File: config.mk
export PLATFORM = sky130hd
export DESIGN_NAME = mult_div_unit
export DESIGN_NICKNAME = d
export VERILOG_FILES = /design/src/rtl/mdu_pkg.sv /design/src/rtl/mdu_cycle_counter.sv /design/src/rtl/mult_div_unit.sv
export SDC_FILE = /design/constraint.sdc
export NUM_CORES = 1
export LEC_CHECK = 0
export CORE_UTILIZATION = 40
export CTS_CLUSTER_DIAMETER = 50
export CTS_CLUSTER_SIZE = 24
export DETAILED_ROUTE_END_ITERATION = 7
export GPL_TIMING_DRIVEN = 0
export PLACE_DENSITY_LB_ADDON = 0.05
export SLEW_MARGIN = 20
export SYNTH_ARGS = -nofsm -noshare
export SYNTH_HDL_FRONTEND = slang
export SYNTH_SLANG_ARGS = --single-unit
File: constraint.sdc
create_clock -name clk -period 9.2 [get_ports clk]
set_clock_uncertainty 0.05 [all_clocks]
set_input_delay 0.92 -clock clk [delete_from_list [all_inputs] [get_ports clk]]
set_output_delay 0.92 -clock clk [all_outputs]
set_load 0.02 [all_outputs]
File: src/rtl/mdu_pkg.sv
// Shared definitions for the multiply/divide unit.
//   - mdu_op_e    : operation encodings as driven on the op port
//   - mdu_state_e : sequencer states
//   - abs_val     : magnitude of a value held in MDU_MAX_W bits. The caller
//                   extends the operand to MDU_MAX_W: sign-extension for
//                   signed ops, zero-extension otherwise.
//                   WIDTH of any user must not exceed MDU_MAX_W.
package mdu_pkg;

  localparam int unsigned MDU_MAX_W = 64;

  typedef enum logic [1:0] {
    OP_MULT  = 2'b00,
    OP_MULTU = 2'b01,
    OP_DIV   = 2'b10,
    OP_DIVU  = 2'b11
  } mdu_op_e;

  typedef enum logic [1:0] {
    ST_IDLE,
    ST_CALC,
    ST_FIX,
    ST_DONE
  } mdu_state_e;

  function automatic logic [MDU_MAX_W-1:0] abs_val(input logic [MDU_MAX_W-1:0] x,
                                                   input logic                 is_signed);
    return (is_signed && x[MDU_MAX_W-1]) ? -x : x;
  endfunction

endpackage

File: src/rtl/mdu_cycle_counter.sv
// Loadable iteration down counter for the multiply/divide unit.
//   clk   : clock
//   rst   : synchronous reset, active-low
//   load  : load the value WIDTH (has priority over dec)
//   dec   : decrement by one; holds at zero
//   count : current count
//   zero  : count is zero
module mdu_cycle_counter #(
  parameter int unsigned WIDTH = 32,
  parameter int unsigned CNT_W = $clog2(WIDTH) + 1
) (
  input  logic             clk,
  input  logic             rst,
  input  logic             load,
  input  logic             dec,
  output logic [CNT_W-1:0] count,
  output logic             zero
);

  logic [CNT_W-1:0] count_q, count_d;

  always_comb begin
    count_d = count_q;
    if (load) begin
      count_d = CNT_W'(WIDTH);
    end else if (dec && (count_q != '0)) begin
      count_d = count_q - CNT_W'(1);
    end
  end

  always_ff @(posedge clk) begin
    if (!rst) begin
      count_q <= '0;
    end else begin
      count_q <= count_d;
    end
  end

  assign count = count_q;
  assign zero  = (count_q == '0);

endmodule

File: src/rtl/mult_div_unit.sv
// Sequential multiply/divide unit owning the HI/LO registers.
// Multiply: radix-2 shift-add on magnitudes; divide: restoring, one quotient
// bit per cycle. Signs are stripped at launch and restored in FIX.
// Optional divider: define MDU_DIV_EN to build div/divu. Without it, div ops
// run with multiply latency and commit hi=lo=0.
//   clk, rst          : clock; synchronous active-low reset
//   start, op, a, b   : launch (accepted in IDLE/DONE), op code, operands
//   mthi_we, mtlo_we  : write wdata to hi/lo when not busy
//   wdata             : mthi/mtlo data
//   hi, lo            : architectural HI/LO
//   busy              : CALC or FIX in progress
//   done              : one-cycle pulse after hi/lo commit
module mult_div_unit
  import mdu_pkg::*;
#(
  parameter int unsigned WIDTH = 32,
  parameter int unsigned CNT_W = $clog2(WIDTH) + 1
) (
  input  logic             clk,
  input  logic             rst,
  input  logic             start,
  input  logic [1:0]       op,
  input  logic [WIDTH-1:0] a,
  input  logic [WIDTH-1:0] b,
  input  logic             mthi_we,
  input  logic             mtlo_we,
  input  logic [WIDTH-1:0] wdata,
  output logic [WIDTH-1:0] hi,
  output logic [WIDTH-1:0] lo,
  output logic             busy,
  output logic             done
);

  mdu_state_e         state_q, state_d;
  mdu_op_e            op_q, op_d, op_in;
  logic [2*WIDTH-1:0] acc_q, acc_d;
  logic [WIDTH-1:0]   mcand_q, mcand_d;
  logic               neg_q, neg_d;
  logic [WIDTH-1:0]   hi_q, hi_d, lo_q, lo_d;

  logic               cnt_load, cnt_dec, cnt_zero, cnt_last;
  logic [CNT_W-1:0]   cnt;

  logic               is_signed, sign_a, sign_b, is_div_q;
  logic [WIDTH-1:0]   mag_a, mag_b;
  logic [WIDTH:0]     mul_sum;
  logic [2*WIDTH-1:0] mul_next, fix_prod;

`ifdef MDU_DIV_EN
  logic               rem_neg_q, rem_neg_d;
  logic               bzero_q, bzero_d;
  logic [WIDTH:0]     div_shift;
  logic [WIDTH-1:0]   div_diff, fix_quot, fix_rem;
  logic               div_ge;
  logic [2*WIDTH-1:0] div_next;
`endif

  mdu_cycle_counter #(.WIDTH(WIDTH), .CNT_W(CNT_W)) u_cnt (
    .clk   (clk),
    .rst   (rst),
    .load  (cnt_load),
    .dec   (cnt_dec),
    .count (cnt),
    .zero  (cnt_zero)
  );

  assign cnt_last = (cnt == CNT_W'(1));
  assign is_div_q = (op_q inside {OP_DIV, OP_DIVU});

  // Launch-side operand conditioning.
  always_comb begin
    op_in     = mdu_op_e'(op);
    is_signed = (op_in == OP_MULT) || (op_in == OP_DIV);
    sign_a    = is_signed & a[WIDTH-1];
    sign_b    = is_signed & b[WIDTH-1];
    mag_a = WIDTH'(abs_val(is_signed ? MDU_MAX_W'(signed'(a)) : MDU_MAX_W'(a), is_signed));
    mag_b = WIDTH'(abs_val(is_signed ? MDU_MAX_W'(signed'(b)) : MDU_MAX_W'(b), is_signed));
  end

  // Iteration and sign-correction datapath.
  always_comb begin
    // acc = {partial product, remaining multiplier bits}
    mul_sum  = {1'b0, acc_q[2*WIDTH-1:WIDTH]} + (acc_q[0] ? {1'b0, mcand_q} : '0);
    mul_next = {mul_sum, acc_q[WIDTH-1:1]};
    fix_prod = neg_q ? -acc_q : acc_q;
`ifdef MDU_DIV_EN
    // acc = {partial remainder, dividend bits shifting into quotient}.
    // A zero divisor makes every step succeed, so the quotient fills with
    // ones and the remainder ends up as the dividend magnitude.
    div_shift = {acc_q[2*WIDTH-1:WIDTH], acc_q[WIDTH-1]};
    div_ge    = (div_shift >= {1'b0, mcand_q});
    div_diff  = WIDTH'(div_shift - {1'b0, mcand_q});
    div_next  = div_ge ? {div_diff, acc_q[WIDTH-2:0], 1'b1}
                       : {div_shift[WIDTH-1:0], acc_q[WIDTH-2:0], 1'b0};
    fix_quot  = bzero_q ? '1 : (neg_q ? -acc_q[WIDTH-1:0] : acc_q[WIDTH-1:0]);
    fix_rem   = rem_neg_q ? -acc_q[2*WIDTH-1:WIDTH] : acc_q[2*WIDTH-1:WIDTH];
`endif
  end

  // Sequencer.
  always_comb begin
    state_d  = state_q;
    op_d     = op_q;
    acc_d    = acc_q;
    mcand_d  = mcand_q;
    neg_d    = neg_q;
    hi_d     = hi_q;
    lo_d     = lo_q;
    cnt_load = 1'b0;
    cnt_dec  = 1'b0;
`ifdef MDU_DIV_EN
    rem_neg_d = rem_neg_q;
    bzero_d   = bzero_q;
`endif
    case (state_q)
      ST_IDLE, ST_DONE: begin
        if (mthi_we) hi_d = wdata;
        if (mtlo_we) lo_d = wdata;
        state_d = ST_IDLE;
        if (start) begin
          state_d  = ST_CALC;
          cnt_load = 1'b1;
          op_d     = op_in;
          neg_d    = sign_a ^ sign_b;
          acc_d    = {{WIDTH{1'b0}}, mag_b};
          mcand_d  = mag_a;
`ifdef MDU_DIV_EN
          rem_neg_d = sign_a;
          bzero_d   = (b == '0);
          if (op_in inside {OP_DIV, OP_DIVU}) begin
            acc_d   = {{WIDTH{1'b0}}, mag_a};
            mcand_d = mag_b;
          end
`endif
        end
      end
      ST_CALC: begin
        cnt_dec = 1'b1;
        if (!cnt_zero) begin
          acc_d = mul_next;
`ifdef MDU_DIV_EN
          if (is_div_q) acc_d = div_next;
`endif
        end
        if (cnt_last) state_d = ST_FIX;
      end
      ST_FIX: begin
        state_d = ST_DONE;
        hi_d    = fix_prod[2*WIDTH-1:WIDTH];
        lo_d    = fix_prod[WIDTH-1:0];
        if (is_div_q) begin
`ifdef MDU_DIV_EN
          hi_d = fix_rem;
          lo_d = fix_quot;
`else
          hi_d = '0;
          lo_d = '0;
`endif
        end
      end
      default: state_d = ST_IDLE;
    endcase
  end

  always_ff @(posedge clk) begin
    if (!rst) begin
      state_q <= ST_IDLE;
      op_q    <= OP_MULT;
      acc_q   <= '0;
      mcand_q <= '0;
      neg_q   <= 1'b0;
      hi_q    <= '0;
      lo_q    <= '0;
`ifdef MDU_DIV_EN
      rem_neg_q <= 1'b0;
      bzero_q   <= 1'b0;
`endif
    end else begin
      state_q <= state_d;
      op_q    <= op_d;
      acc_q   <= acc_d;
      mcand_q <= mcand_d;
      neg_q   <= neg_d;
      hi_q    <= hi_d;
      lo_q    <= lo_d;
`ifdef MDU_DIV_EN
      rem_neg_q <= rem_neg_d;
      bzero_q   <= bzero_d;
`endif
    end
  end

  assign hi   = hi_q;
  assign lo   = lo_q;
  assign busy = (state_q == ST_CALC) || (state_q == ST_FIX);
  assign done = (state_q == ST_DONE);

endmodule
# [After elaboration in Yosys (flattened, before gate mapping)]
# Index checks and enable logic that the tools add are counted.
[totals] inputBits=103 n_memories=0 latch_bits=0 regBits=171 mem_bits_rw=0 elab_cells=72 rom_bits=0
[op_classes] n_eq_ne=12 shifts=0 multipliers=0 muxes=23 magnitude_cmp=0 n_addsub=5 reduce_logical=19 div=0 bitwise=4
[ops] operator="64-bit 2-to-1 mux" count=5
[ops] operator="32-bit 2-to-1 mux" count=7
[ops] operator="32-bit one-hot mux with 2 select lines" count=2
[ops] operator="64-bit one-hot mux with 2 select lines" count=1
[ops] operator="32-bit negation" count=2
[ops] operator="64-bit negation" count=1
[ops] operator="32-bit by 32-bit adder with 33-bit output" count=1
[ops] operator="6-bit 2-to-1 mux" count=2
[ops] operator="2-bit == test, second input constant" count=5
[ops] operator="2-bit inequality test, second input constant" count=5
[ops] operator="2-bit nonzero test" count=4
[ops] operator="6-bit by 1-bit == test with 1-bit output, second input constant" count=1
[ops] operator="6-bit zero test" count=1
[ops] operator="2-bit one-hot mux with 3 select lines" count=1
[ops] operator="2-bit AND reduction" count=3
[ops] operator="6-bit nonzero test" count=1
[ops] operator="6-bit by 1-bit subtractor with 6-bit output, second input constant" count=1
[ops] operator="2-bit zero test" count=2
[ops] operator="1-bit 2-to-1 mux" count=4
[ops] operator="2-bit OR reduction" count=2
[ops] operator="1-bit logical AND" count=3
[ops] operator="3-bit AND reduction" count=1
[ops] operator="1-bit bitwise AND" count=2
[ops] operator="2-bit by 1-bit == test with 1-bit output, second input constant" count=1
[ops] operator="other kinds (4)" count=5

# [Logic depth before layout (Yosys ltp)]
# Gate-level depths: netlist of the first run.
[logic_depth] ltp_word=7 mapped_depth=14 mapped_depth_nobuf=12

# [Modules after synthesis]
# Synthesis of the first run repeated with hierarchy kept, for this count alone.
[unflattened] hier_cells=1544 area_unflattened_um2=11841.4
[modules_own_cells] mod="mult_div_unit" n_inst=1 area_each_um2=11494.8 seq_area_each_um2=3283.1 cells_each=1506
[modules_own_cells] mod="mdu_cycle_counter" n_inst=1 area_each_um2=346.6 seq_area_each_um2=120.1 cells_each=38

# [Worst setup path before layout of the first run]
# OpenSTA, ideal clock, no wires.
[synth_timing] kind="register to register" startpoint="reg acc_q[0]" endpoint="reg acc_q[55]" setup_slack_ps=6048 setup_time_ps=117 t_required_ps=9033 t_arrival_ps=2985 path_stages_with_launch=13 synth_period_minus_slack_ps=3152 cell_sequence="dfxtp_1 -> clkbuf_1 -> clkbuf_1 -> and2_1 -> ha_1 -> a21oi_1 -> nand2b_1 -> o221a_2 -> a21oi_1 -> a31oi_1 -> o311a_1 -> or3_1 -> a32o_1"
[synth_via] elab_chain_len=4
[synth_lines] element="from (decl)" line="mult_div_unit.sv:36" rtl="logic [2*WIDTH-1:0] acc_q, acc_d;"
[synth_lines] element="from (signal assigned)" line="mult_div_unit.sv:169" rtl="acc_q <= '0;"
[synth_lines] element="from (signal assigned)" line="mult_div_unit.sv:181" rtl="acc_q <= acc_d;"
[synth_lines] element="32-bit 2-to-1 mux" line="mult_div_unit.sv:83" rtl="mul_sum = {1'b0, acc_q[2*WIDTH-1:WIDTH]} + (acc_q[0] ? {1'b0, mcand_q} : '0);"
[synth_lines] element="32-bit by 32-bit adder with 33-bit output" line="mult_div_unit.sv:83"
[synth_lines] element="64-bit 2-to-1 mux" line="mult_div_unit.sv:139" rtl="if (!cnt_zero) begin"
[synth_lines] element="64-bit one-hot mux with 2 select lines" line="mult_div_unit.sv:115" rtl="case (state_q)"
# Every way passes these cells. The select of a mux whose other input is x is not followed.
# A chain may end at the register's enable or synchronous reset.

# [Worst setup path in the final report of the first run]
# Same ends and word-level chain as after synthesis.

==> impl_metrics.csv, run 1 <==
group,metric,value,unit
worst_setup_path,ff2ff_path_depth,12,
sta,timing.slew.headroom,0.393,
route,wl_met1,20000,um
clock_network,post_cts_buffers,0,
route,route.detailed.drc,0,
logic_synthesis,ys_types,83,
power,leakage,5.19,nW
route,drt_iter0_drc,1216,
clock_network,htreeDepth,4,
worst_setup_path,slowest_stage,"clkbuf_1",
final_layout,seqCellArea,0.00340,mm^2
sta,hold_ws,399,ps
logic_synthesis,ys_top_cells_by_count,"nand2_1 (175), dfxtp_1 (170), o21ai_0 (160)",
worst_setup_path,regToRegStartpoint,"acc_q[0]$_SDFFE_PN0P_",
final_layout,nNetsFinal,1828,
worst_setup_path,crit_chain,"clkbuf_1 -> clkbuf_1 -> and2_1 -> ha_1 -> a21oi_1 -> nand2b_1 -> o221a_2 -> a21oi_1 -> a31oi_1 -> o311a_1 -> or3_1 -> a32o_1",
logic_synthesis,synth_edf_count,0,
logic_synthesis,syn_avg_cell_area,7.57,um^2
final_layout,syn_to_final_growth,24.5,%
sta,worst_slew_pin_slew,911,ps
worst_setup_path,reg2reg_slack,5210,ps
sta,rsz0062_at_grt,"no",
clock_network,tritoncts,"done",
clock_network,cts_buffers,17,
logic_synthesis,ys_seq_area_frac,0.300,
place,placed_cell_area,0.0135,mm^2
clock_network,clock_latency,450,ps
route,routed_wl,41800,um
final_layout,final_layout_size_suffix_gt1_frac,0.0401,
route,firstDrtPassIters,5,
worst_setup_path,worstPathArrival,4280,ps
clock_network,postCtsHoldBufs,0,
sta,fin_crit_sh,0.434,
clock_network,cts_buffer_depth,2,
hold_path,min_from,"mcand_q[17]$_SDFFE_PN0P_",
logic_synthesis,yosysWarningCount,0,
hold_path,hp-class,"flop to flop",
sta,post-route-min-period,3990,ps
logic_synthesis,synth_area_leaders,"dfxtp_1 (30%), o21ai_0 (7.1%), a21oi_1 (6.1%)",
global_routing,grt_pass1_wl,63200,um
die,rows,61,
global_routing,grt.overflow.total,0,
hold_path,holdPathStages,2,
sta,finalMaxSlewViolations,0,
place,gp_congestion,0.917,
route,wl_per_cell,20.2,um
logic_synthesis,netlist_instances,1497,
route,drt-vias-per-instance,5.81,
final_layout,n_antenna_cell,0,
global_routing,grt_max_degree,18,
route,ant_nets,0,
die,start_util,0.407,
logic_synthesis,ys_ff_latch,170,
power,worst_ir_drop_vdd,0.126,mV
place,portBuffers,167,
clock_network,cts_sinks,170,
global_routing,antenna_found_initial,0,
run,max_cap_viol_count,0,
worst_setup_path,max_stage_delay,530,ps
place,post-dp-hpwl,32800,um
route,highest_layer,"met4",
logic_synthesis,postSynthNetCount,1642,
worst_setup_path,r2r-end,"acc_q[55]$_SDFFE_PN0P_",
worst_setup_path,crit_required,9490,ps
global_routing,track_usage,0.287,
worst_setup_path,crit_type,"flop to flop",
logic_synthesis,synth-async-reset-ratio,0,
final_layout,nFillCells,2807,
clock_network,clkTransAtPathRegs,70,ps
route,met2_length,17900,um
die,core_region_area,0.0279,mm^2
clock_network,cts.repair.resized,0,
die,ios,169,
sta,setup_viol,0,
worst_setup_path,endpoint_kind,"flop",
hold_path,hold_end,"mcand_q[17]$_SDFFE_PN0P_",
power,fin_total_pwr,3.94,mW
sta,fmax,0.251,GHz
die,die-area,0.0290,mm^2
power,powerDensity,279,mW/mm^2
logic_synthesis,netlist_area,0.0113,mm^2
sta,hold_viol,0,
worst_setup_path,crit_fanout,10,
worst_setup_path,startpoint_type,"flop",
outcome,status,"completed",
die,dieWidth,170,um
global_routing,grt_pass1_vias,10739,
clock_network,cts_root_buf,"clkbuf_16",
logic_synthesis,yosys.area.top_type,"dfxtp_1",
final_layout,multi_input_area,0.00743,mm^2
final_layout,final_cell_area,0.0141,mm^2
route,vias,12049,
logic_synthesis,synth-main-ff-cell,"dfxtp_1",
sta,tns,0,ps
logic_synthesis,yosysMostFrequentCell,"nand2_1",
die,die_height,170,um
logic_synthesis,yosys.area.top_type_share,0.300,
route,wl_met3,3120,um
## cells in the final DEF, fill, tap and decap left out, drive strengths merged, types with 32 or more instances in the layout
| cell type | instances |
|---|---|
| nor2 | 135 |
| a21oi | 139 |
| dfxtp | 170 |
| nand2 | 175 |
| clkdlybuf4s50 | 168 |
| xor2 | 45 |
| inv | 32 |
| xnor2 | 77 |
| o21ai | 160 |
| and2 | 38 |
| clkbuf | 108 |
| ha | 41 |
## where the power goes
part / internal (mW) / total [mW] / switching [mW]
sequential: 0.963 / 1.17 / 0.210
clock: 0.442 / 0.795 / 0.353
combinational: 0.708 / 1.97 / 1.26
## metrics by stage
stage / worst slack [ps] / utilization / std cells
after floorplan: 6050 / - / 1497
after global placement: 5300 / 0.484 / 2042
after detailed placement: 5270 / 0.484 / 2042
after CTS: 5240 / 0.507 / 2074
after global routing: 4800 / 0.507 / 2074
final: 5210 / 0.507 / 2074
## how the worst max path moves through the flow
stage	start	to	depth (start not counted)
6_report	acc_q[0]$_SDFFE_PN0P_	acc_q[55]$_SDFFE_PN0P_	12
5_1_grt	acc_q[0]$_SDFFE_PN0P_	acc_q[59]$_SDFFE_PN0P_	12
4_1_cts	acc_q[0]$_SDFFE_PN0P_	acc_q[59]$_SDFFE_PN0P_	12
3_5_place_dp	acc_q[0]$_SDFFE_PN0P_	acc_q[59]$_SDFFE_PN0P_	12
3_3_place_gp	acc_q[0]$_SDFFE_PN0P_	acc_q[59]$_SDFFE_PN0P_	12
2_1_floorplan	acc_q[0]$_SDFFE_PN0P_	acc_q[55]$_SDFFE_PN0P_	12
## kinds of logic (layout without fill, tap and decap cells)
kind of cell    after synthesis  in the layout  share of synthesized area
mux                           7              7                    0.00662
compound gates              509            509                      0.280
simple gates                524            524                      0.228
buf+inv                     123            322                     0.0441
xor+xnor                    122            122                     0.0943
fa+ha+maj                    42             42                     0.0470
flops                       170            170                      0.300
## worst max-delay path, delay by kind of cell, from the launching register on
| family | cells | cell delay (ps) |
|---|---|---|
| DFF | 1 | 310 |
| and+or+nand+nor | 3 | 610 |
| AOI/OAI and AO/OA | 6 | 1800 |
| adders and majority gates | 1 | 260 |
| buffers and inverters | 2 | 870 |
## layer usage
metal / up-vias / GRT usage
li1: 5816 / -
met1: 5676 / 0.420
met2: 506 / 0.434
met3: 51 / 0.0388
met4: 0 / 0.0815
met5: - / 0
## layout make-up
cell class	instances	share of cell area
Multi-Input combinational cell	1204	0.526
Tap cell	378	0.0335
Buffer	97	0.0285
Clock inverter	14	0.0146
Inverter	26	0.00692
Clock buffer	18	0.0304
Sequential cell	170	0.241
Timing Repair Buffer	167	0.118
## flip-flops by register name, summed over array words and instances (netlist names)
signal / count
state_q: 2
op_q: 1
acc_q: 64
mcand_q: 32
u_cnt.count: 6
lo: 32
hi: 32
neg_q: 1
(Power assumes the default switching activity.)
==> inputs of run 2 (changes only) <==
clock period = 3.42 ns   (was 9.2 ns; I/O delays follow)
==> run 2 against run 1 <==
Effect of this change: final cell count did not move; maximum frequency rose by 22%; sequential power grew to 2.7 times the previous value; worst hold slack hardly changed; combinational power rose to 2.7 times the previous value; setup slack lost 5100 ps; register-to-register slack worse by 5100 ps; utilization increased by 0.13 points.
==> impl_metrics.csv, run 2 (synthesis results as in run 1) <==
group,metric,value,unit
place,portBuffers,167,
global_routing,antenna_found_initial,0,
sta,hold_viol,0,
final_layout,largest_register,"acc_q",
worst_setup_path,startpoint_type,"flop",
worst_setup_path,reg2reg_slack,150,ps
run,max_cap_viol_count,0,
final_layout,nFillCells,2806,
worst_setup_path,crit_required,3710,ps
worst_setup_path,r2r-end,"acc_q[55]$_SDFFE_PN0P_",
power,powerDensity,753,mW/mm^2
hold_path,holdPathStages,2,
global_routing,grt_pass1_vias,10764,
worst_setup_path,ff2ff_path_depth,12,
sta,finalMaxSlewViolations,0,
hold_path,hp-class,"flop to flop",
place,gp_congestion,0.917,
sta,rsz0062_at_grt,"yes",
sta,setup_viol,0,
global_routing,grt.overflow.total,0,
clock_network,cts_buffer_depth,2,
final_layout,n_antenna_cell,0,
final_layout,final_common_cell,"nand2_1",
clock_network,postCtsHoldBufs,0,
worst_setup_path,max_stage_delay,490,ps
die,ios,169,
worst_setup_path,regToRegStartpoint,"acc_q[0]$_SDFFE_PN0P_",
final_layout,final_cell_mix,"nand2_1 (175), dfxtp_1 (169), clkdlybuf4s50_1 (167), o21ai_0 (160)",
clock_network,cts_sinks,170,
route,vias,12037,
die,start_util,0.407,
clock_network,clkTransAtPathRegs,70,ps
sta,hold_ws,399,ps
clock_network,tritoncts,"done",
die,die_height,170,um
place,post-dp-hpwl,32800,um
power,worst_ir_drop_vdd,0.339,mV
global_routing,grt_max_degree,20,
clock_network,cts_root_buf,"clkbuf_16",
route,drt_iter0_drc,1239,
final_layout,final_layout_size_suffix_gt1_frac,0.0454,
hold_path,hold_end,"mcand_q[17]$_SDFFE_PN0P_",
sta,timing.slew.headroom,0.407,
place,placed_cell_area,0.0135,mm^2
die,rows,61,
outcome,status,"completed",
worst_setup_path,crit_chain,"clkbuf_1 -> and2_1 -> ha_1 -> clkbuf_1 -> o21a_1 -> nor2_1 -> o31a_1 -> or3_1 -> a31oi_1 -> o311a_1 -> or3_1 -> a32o_1",
sta,fmax,0.306,GHz
final_layout,nNetsFinal,1828,
route,route.detailed.drc,0,
route,firstDrtPassIters,7,
route,drt-vias-per-instance,5.80,
sta,post-route-min-period,3270,ps
worst_setup_path,crit_type,"flop to flop",
hold_path,min_from,"mcand_q[17]$_SDFFE_PN0P_",
final_layout,syn_to_final_growth,24.9,%
clock_network,cts_buffers,17,
worst_setup_path,worstPathArrival,3560,ps
clock_network,clock_latency,450,ps
route,routed_wl,41800,um
route,wl_per_cell,20.1,um
final_layout,final_cell_area,0.0141,mm^2
power,leakage,5.20,nW
die,die-area,0.0290,mm^2
route,ant_nets,0,
global_routing,grt_pass1_wl,63200,um
worst_setup_path,endpoint_kind,"flop",
sta,worst_slew_pin_slew,889,ps
die,dieWidth,170,um
global_routing,track_usage,0.287,
worst_setup_path,crit_fanout,19,
power,fin_total_pwr,10.7,mW
worst_setup_path,slowest_stage,"dfxtp_4",
clock_network,htreeDepth,4,
final_layout,largest_register_ff_count,64,
die,core_region_area,0.0279,mm^2
sta,fin_crit_sh,0.955,
## run 2: cell count changes in the layout (fill, tap and decap cells not counted)
cell	change
a2111oi_0	-1
clkbuf_2	+1
a31oi_2	+1
buf_4	+3
a21oi_1	-2
clkbuf_1	-4
nor4_1	-1
a21oi_2	+2
nor4_2	+1
a2111oi_1	+1
a31oi_1	-1
dfxtp_1	-1
dfxtp_4	+1
## run 2: cell type report
cell class | instances | area, um^2 | share of cell area
Inverter | 26 | 97.6 | 0.00690
Clock inverter | 14 | 206 | 0.0146
Buffer | 94 | 392 | 0.0277
Multi-Input combinational cell | 1204 | 7450 | 0.527
Tap cell | 378 | 473 | 0.0334
Timing Repair Buffer | 170 | 1690 | 0.120
Clock buffer | 18 | 429 | 0.0303
Sequential cell | 170 | 3410 | 0.241
## run 2: worst max path at each step
| stage | startpoint | end | slack [ps] |
|---|---|---|---|
| 4_1_cts | state_q[0]$_SDFFE_PN0P_ | acc_q[60]$_SDFFE_PN0P_ | 90 |
| 2_1_floorplan | acc_q[0]$_SDFFE_PN0P_ | acc_q[55]$_SDFFE_PN0P_ | 270 |
| 6_report | acc_q[0]$_SDFFE_PN0P_ | acc_q[55]$_SDFFE_PN0P_ | 150 |
| 3_5_place_dp | acc_q[0]$_SDFFE_PN0P_ | acc_q[59]$_SDFFE_PN0P_ | -510 |
| 3_3_place_gp | acc_q[0]$_SDFFE_PN0P_ | acc_q[59]$_SDFFE_PN0P_ | -480 |
| 5_1_grt | state_q[0]$_SDFFE_PN0P_ | acc_q[60]$_SDFFE_PN0P_ | -30 |
## run 2: routing by layer
metal	vias to the layer above	track usage	part of all wire
li1	5822	-	-
met4	0	0.0842	0.019
met2	506	0.432	0.43
met3	48	0.0388	0.074
met1	5661	0.420	0.48
met5	-	0	0
## run 2: per-stage QoR
stage	instances	worst slack [ps]	setup TNS, ps	util
6_report	2074	155	0	0.508
5_1_grt	2074	-25.8	-28.2	0.508
4_1_cts	2072	86.5	0	0.507
3_5_place_dp	2042	-510	-4330	0.484
3_3_place_gp	2042	-479	-4220	0.484
2_1_floorplan	1497	268	0	-
## run 2: power breakdown
group | switching (mW) | leakage (nW) | internal (mW)
clock | 0.961 | 0.312 | 1.19
combinational | 3.36 | 3.49 | 1.95
sequential | 0.603 | 1.40 | 2.60
total | 4.92 | 5.20 | 5.74
## run 2: timing repair
item,in CTS,in global routing
pin swaps,0,1
endpoints found under the setup margin,20,29
gates cloned,0,0
gates resized for setup,4,5
buffers inserted,0,3
## run 2: worst max-delay path: cells and delay by family (launching register included)
| family | cells | cell delay (ps) |
|---|---|---|
| AO/OA/AOI/OAI | 5 | 1080 |
| AND/OR/NAND/NOR | 4 | 840 |
| flip-flops | 1 | 490 |
| buffers and inverters | 2 | 450 |
| adder cells (fa/ha/maj) | 1 | 230 |
